===== src/rtl/seq_mult_core_if.sv =====
// Operand/result bundle for seq_mult_core: start strobe and operands in, product/done/busy out.
interface seq_mult_core_if #(
    parameter int unsigned WIDTH = 4
);
    logic                 start;
    logic [WIDTH-1:0]     a;
    logic [WIDTH-1:0]     b;
    logic [2*WIDTH-1:0]   product;
    logic                 done;
    logic                 busy;

    modport master (output start, a, b, input product, done, busy);
    modport slave  (input start, a, b, output product, done, busy);
endinterface


===== src/rtl/seq_mult_core.sv =====
// Sequential shift-and-add unsigned multiplier; product held between operations.
// Optional SEQ_MULT_START_SYNC_EN: synchronize start and use its rising edge as the request.
module seq_mult_core #(
    parameter int unsigned WIDTH = 4
) (
    input  logic            clk,
    input  logic            rst,
    seq_mult_core_if.slave  bus
);
    localparam int unsigned PW = 2 * WIDTH;
    localparam int unsigned CW = (WIDTH > 1) ? $clog2(WIDTH) : 1;
    localparam logic [CW-1:0] LAST_CNT = CW'(WIDTH - 1);

    typedef enum logic [1:0] {
        S_IDLE = 2'd0,
        S_CALC = 2'd1,
        S_DONE = 2'd2
    } state_t;

    state_t          r_state;
    state_t          w_next;
    logic            w_start_eff;
    logic            w_load;
    logic            w_calc;
    logic            w_finish;
    logic            w_busy_nxt;

    logic [PW-1:0]    r_acc;
    logic [PW-1:0]    r_mcand;
    logic [WIDTH-1:0] r_mplier;
    logic [CW-1:0]    r_count;
    logic [PW-1:0]    r_product;
    logic             r_done;
    logic             r_busy;

`ifdef SEQ_MULT_START_SYNC_EN
    logic r_s1;
    logic r_s2;
    logic r_s3;

    // Two-flop synchronizer plus one history flop for rising-edge detection
    always_ff @(posedge clk) begin
        if (rst) begin
            r_s1 <= 1'b0;
            r_s2 <= 1'b0;
            r_s3 <= 1'b0;
        end else begin
            r_s1 <= bus.start;
            r_s2 <= r_s1;
            r_s3 <= r_s2;
        end
    end

    assign w_start_eff = r_s2 & ~r_s3;
`else
    assign w_start_eff = bus.start;
`endif

    // State register
    always_ff @(posedge clk) begin
        if (rst) begin
            r_state <= S_IDLE;
        end else begin
            r_state <= w_next;
        end
    end

    // Next-state logic
    always_comb begin
        w_next = r_state;
        case (r_state)
            S_IDLE: if (w_start_eff)         w_next = S_CALC;
            S_CALC: if (r_count == LAST_CNT) w_next = S_DONE;
            S_DONE:                          w_next = S_IDLE;
            default:                         w_next = S_IDLE;
        endcase
    end

    // Per-state datapath controls
    always_comb begin
        w_load     = 1'b0;
        w_calc     = 1'b0;
        w_finish   = 1'b0;
        case (r_state)
            S_IDLE:  w_load   = w_start_eff;
            S_CALC:  w_calc   = 1'b1;
            S_DONE:  w_finish = 1'b1;
            default: ;
        endcase
        w_busy_nxt = (w_next != S_IDLE);
    end

    // Datapath and registered outputs; product only moves on the DONE edge
    always_ff @(posedge clk) begin
        if (rst) begin
            r_acc     <= '0;
            r_mcand   <= '0;
            r_mplier  <= '0;
            r_count   <= '0;
            r_product <= '0;
            r_done    <= 1'b0;
            r_busy    <= 1'b0;
        end else begin
            r_done <= 1'b0;
            r_busy <= w_busy_nxt;
            if (w_load) begin
                r_mcand  <= PW'(bus.a);
                r_mplier <= bus.b;
                r_acc    <= '0;
                r_count  <= '0;
            end
            if (w_calc) begin
                r_acc    <= r_acc + (r_mplier[0] ? r_mcand : '0);
                r_mcand  <= r_mcand << 1;
                r_mplier <= r_mplier >> 1;
                r_count  <= r_count + CW'(1);
            end
            if (w_finish) begin
                r_product <= r_acc;
                r_done    <= 1'b1;
            end
        end
    end

    assign bus.product = r_product;
    assign bus.done    = r_done;
    assign bus.busy    = r_busy;

endmodule


===== src/flat_wrapper.sv =====
// flat-port wrapper written by rule: the top's interface ports become plain ports
module seq_mult_core_flat 
#(
    parameter int unsigned WIDTH = 4
)
  (clk, rst, bus_start, bus_a, bus_b, bus_product, bus_done, bus_busy);
  seq_mult_core_if #(.WIDTH(WIDTH)) bus_i ();
  input  logic clk;
  input  logic rst;
  input wire logic [$bits(bus_i.start)-1:0] bus_start;
  input wire logic [$bits(bus_i.a)-1:0] bus_a;
  input wire logic [$bits(bus_i.b)-1:0] bus_b;
  output wire logic [$bits(bus_i.product)-1:0] bus_product;
  output wire logic [$bits(bus_i.done)-1:0] bus_done;
  output wire logic [$bits(bus_i.busy)-1:0] bus_busy;
  assign bus_i.start = bus_start;
  assign bus_i.a = bus_a;
  assign bus_i.b = bus_b;
  assign bus_product = bus_i.product;
  assign bus_done = bus_i.done;
  assign bus_busy = bus_i.busy;
  seq_mult_core #(.WIDTH(WIDTH)) u_core (.clk(clk), .rst(rst), .bus(bus_i));
endmodule

===== config.mk =====
export PLATFORM = sky130hd
export DESIGN_NAME = seq_mult_core_flat
export DESIGN_NICKNAME = d
export VERILOG_FILES = /design/src/rtl/seq_mult_core_if.sv /design/src/rtl/seq_mult_core.sv /design/src/flat_wrapper.sv
export SDC_FILE = /design/constraint.sdc
export NUM_CORES = 1
export LEC_CHECK = 0
export ABC_CLOCK_PERIOD_IN_PS = 2200
export CAP_MARGIN = 20
export CORE_ASPECT_RATIO = 0.5
export CORE_MARGIN = 2
export CORE_UTILIZATION = 54
export DETAILED_ROUTE_END_ITERATION = 7
export MAX_ROUTING_LAYER = met4
export PLACE_DENSITY = 0.77
export SLEW_MARGIN = 20
export SYNTH_ARGS = -nofsm -noshare
export SYNTH_HDL_FRONTEND = slang
export SYNTH_SLANG_ARGS = --single-unit
export TNS_END_PERCENT = 20

===== constraint.sdc =====
create_clock -name clk -period 2.2 [get_ports clk]
set_input_delay 0.44 -clock clk [delete_from_list [all_inputs] [get_ports clk]]
set_output_delay 0.44 -clock clk [all_outputs]
set_load 0.05 [all_outputs]

### Word-level counts from Yosys, hierarchy flattened

Index checks and enable logic that the tools add are counted.

| cells by class | value |
|---|---|
| $add $sub $neg | 2 |
| equal/unequal tests | 3 |
| mux-type cells | 16 |
| reductions and logical operators | 4 |

Operator list:

| operator | number |
|---|---|
| two-way mux 8 bit | 5 |
| adder 8 bit | 1 |
| two-way mux 2 bit | 4 |
| two-way mux 3 bit | 2 |
| equality test 2 bit, second input constant | 2 |
| two-way mux 1 bit | 4 |
| case mux 2 bit (2 select lines) | 1 |
| nonzero test 2 bit | 2 |
| adder 2 x 1 -> 2 bit, second input constant | 1 |
| equality test 2 x 1 -> 1 bit, second input constant | 1 |
| logical NOT 2 bit | 1 |
| OR reduction 2 bit | 1 |

| storage, ports and cells | value |
|---|---|
| register bits after elaboration | 34 |
| input port bits | 11 |
| output and inout port bits | 10 |
| logic and storage cells | 35 |

### Longest topological paths before layout

| logic depth | value |
|---|---|
| word-level depth | 4 |
| depth in mapped cells | 9 |

### Least setup slack after synthesis

Ideal clock, no wire load.

| timing path | value |
|---|---|
| kind | flip-flop to flip-flop |
| from | register u_core.r_mplier[0] |
| to | register u_core.r_acc[6] |
| setup time | 0.087 ns |
| data arrival time | 1.962 ns |
| data required time | 2.113 ns |
| setup slack | 0.151 ns |
| stages on the path, launching flop included | 10 |
| clock period less this slack | 2.049 ns |
| cells stage by stage | dfxtp_1 clkbuf_1 and2_1 ha_1 fa_1 a21o_2 a21oi_2 o211ai_2 xnor2_1 o31ai_1 |

| between the ends | value |
|---|---|
| word-level cells in the longest chain between the ends | 3 |

Ends and longest elaborated chain:

| what | RTL line | source |
|---|---|---|
| start, declared | seq_mult_core.sv:30 | `logic [WIDTH-1:0] r_mplier;` |
| start signal, assigned | seq_mult_core.sv:108 | `r_mplier <= bus.b;` |
| start signal, assigned | seq_mult_core.sv:115 | `r_mplier <= r_mplier >> 1;` |
| two-way mux 8 bit | seq_mult_core.sv:113 | `r_acc <= r_acc + (r_mplier[0] ? r_mcand : '0);` |
| adder 8 bit | seq_mult_core.sv:113 |  |
| two-way mux 8 bit | seq_mult_core.sv:112 | `if (w_calc) begin` |
| end signal, assigned | seq_mult_core.sv:113 |  |
| end, declared | seq_mult_core.sv:28 | `logic [PW-1:0] r_acc;` |

Every way passes these cells.
A chain may end at the register's enable or synchronous reset.

### Worst setup path after layout

Same ends and word-level chain as after synthesis.

==> run_results.csv <==
group,metric,value,unit
status,status,"complete, no violations",
route,drc,0,
worst_setup_path,startpoint_type,"register",
pwr,leakagePower,0.771,nW
global_route,grt_pass1_wl,5890,um
yosys,synth_ff_type,"dfxtp_1",
layout,area_growth,21.0,%
clock_tree,htreeDepth,2,
global_route,grtUsageTotal,23.1,%
clock_tree,cts_buffer_depth,2,
floorplan,die_area,3540,um2
timing,setup_total_negative_slack,0,ns
yosys,yosys_warnings,0,
clock_tree,cts_hold_buf,0,
route,drt_iter0_markers,88,
place,placed_cell_area,1880,um2
route,first_pass_iters,4,
route,wl,3460,um
global_route,grt_max_degree,19,
global_route,antenna_found_initial,0,
layout,drive_above_1_share,10.9,%
worst_setup_path,cp-end-kind,"register",
yosys,ys_ff_latch,34,
timing,setup_viol,0,
route,vias,1431,
yosys,synthArstFlopShare,0,%
yosys,synth_edf_count,0,
yosys,postSynthCellCount,199,
floorplan,die_w,82.1,um
clock_tree,cts.sinks,34,
timing,worst_pin_slew,0.650,ns
clock_tree,cts_setup_buffers,0,
pwr,peakVddDrop,0.000488,V
worst_setup_path,arrival,2.21,ns
clock_tree,clk_latency,0.28,ns
floorplan,ios,21,
floorplan,core.rowCount,14,
global_route,grt_pass1_vias,1325,
route,wl_per_cell,13.2,um
worst_setup_path,critPathMaxFanout,3,
timing,finalClockSkew,0.00421,ns
route,final_antenna_net_count,0,
pwr,power.density,659,nW/um2
yosys,syn_nets,219,
hold_path,hold_class,"register to register",
clock_tree,clk_pin_slew,0.07,ns
flow_run,maxCapViolCount,0,
layout,final_cell_mix,"42 x nand2_1, 34 x dfxtp_1, 25 x a21oi_1, 20 x clkdlybuf4s50_1, 13 x nor2_1",
floorplan,start_util,55.7,%
timing,fmax,497,MHz
global_route,gr-total-overflow,0,
timing,hold_violations,0,
timing,finalCriticalPeriod,2.01,ns
timing,rsz0062_at_grt,"no",
clock_tree,ctsResizeCount,0,
layout,fin_area,1990,um2
timing,final_max_slew_viol_count,0,
place,io_buffers,20,
yosys,syn_avg_cell_area,8.28,um2
yosys,synth_cell_types,39,
layout,final_common_cell,"nand2_1",
yosys,synth_seq_area_share,41.3,%
layout,nets,240,
floorplan,die_h,43.1,um
clock_tree,tritoncts,"yes",
yosys,mappedNetlistArea,1650,um2
timing,period_share,91.5,%
layout,fillers,252,
worst_setup_path,required,2.40,ns
layout,diodes,0,
place,dp_hpwl,2470,um
route,via_per_inst,5.48,
floorplan,coreArea,2960,um2
clock_tree,root_buffer,"clkbuf_8",
timing,max_slew_margin,56.6,%
place,gp_congestion,0.858,
worst_setup_path,critPathKind,"register to register",
clock_tree,cts-buffers-inserted,5,
area by class of cell:
| type | instances | area [um2] | share of cell area, % |
|---|---|---|---|
| tap | 40 | 50.0 | 2.51 |
| clock buffer | 8 | 110 | 5.52 |
| timing repair buffer | 27 | 253 | 12.7 |
| multi-input combinational | 151 | 897 | 45.0 |
| sequential | 34 | 681 | 34.1 |
| inverter | 1 | 3.75 | 0.188 |
critical path, cell delays in order (launching register included):
cell and delay, ns:
dfxtp_1 0.31, and2_1 0.16, ha_1 0.23, fa_1 0.41
a21o_2 0.22, a21oi_2 0.19, o211ai_2 0.11, xnor2_1 0.13
o31ai_1 0.17
Yosys cell counts, types with 2 or more instances:
library cell	number	area, um2
nand2_1	42	158
dfxtp_1	34	681
a21oi_1	25	125
nor2_1	13	48.8
nand3_1	12	60.1
and2_1	8	50.1
ha_1	8	100
clkbuf_1	6	22.5
buf_4	4	30.0
a22oi_1	3	22.5
a311oi_1	3	26.3
mux2i_1	3	30.0
nand2b_1	3	18.8
nand4b_1	3	26.3
nor3_1	3	15.0
buf_2	2	10.0
nor2b_1	2	12.5
o211ai_2	2	25.0
o21ai_0	2	10.0
xnor2_1	2	17.5
where the power goes:
part           switching (W)  internal, W  leakage [nW]  total (W)
Sequential         0.0000122     0.000633         0.276   0.000646
Combinational      0.0000798    0.0000552         0.437   0.000135
Clock               0.000219     0.000316        0.0575   0.000535
per-stage QoR:
step / setup slack, ns / utilization, % / total power (W) / instances / hold WS, ns
6_report: 0.186 / 67.4 / 0.00132 / 261 / 0.453
5_1_grt: 0.0816 / 67.4 / 0.00137 / 261 / 0.476
4_1_cts: 0.188 / 67.4 / 0.00133 / 261 / 0.456
3_5_place_dp: 0.196 / 63.7 / 0.000792 / 253 / 0.447
3_3_place_gp: 0.244 / 63.7 / 0.000790 / 253 / 0.444
2_1_floorplan: 0.151 / - / 0.000745 / 199 / 0.441
sequential cells by signal, indices dropped and copies added, names as in the netlist:
register,count
u_core.r_count,2
u_core.r_state,2
u_core.r_mcand,8
u_core.bus.busy,1
u_core.r_acc,8
u_core.bus.product,8
u_core.r_mplier,4
u_core.bus.done,1
routing by layer:
metal | wire length, um | track usage, %
met2 | 1550 | 35.0
met4 | 48 | 7.00
met3 | 194 | 7.02
met5 | 0 | -
met1 | 1670 | 29.9
worst paths after layout:
kind                           end                   from  cells after the start  slack, ns
max                u_core.r_acc[6]     u_core.r_mplier[0]                      8       0.19
min reg2reg  u_core.bus.product[3]  u_core.bus.product[3]                      2       0.45
min          u_core.bus.product[3]  u_core.bus.product[3]                      2       0.45
max reg2reg        u_core.r_acc[6]     u_core.r_mplier[0]                      8       0.19
cell families (layout without fill, tap and decap cells):
family	after synthesis	count (layout)	share of synthesized area (%)
buf+inv	14	36	4.25
mux	3	3	1.82
compound gates	43	43	16.9
fa+ha+maj	9	9	7.29
simple gates	93	93	26.9
flops	34	34	41.3
xor+xnor	3	3	1.59
Power figures use the tool's default switching activity.
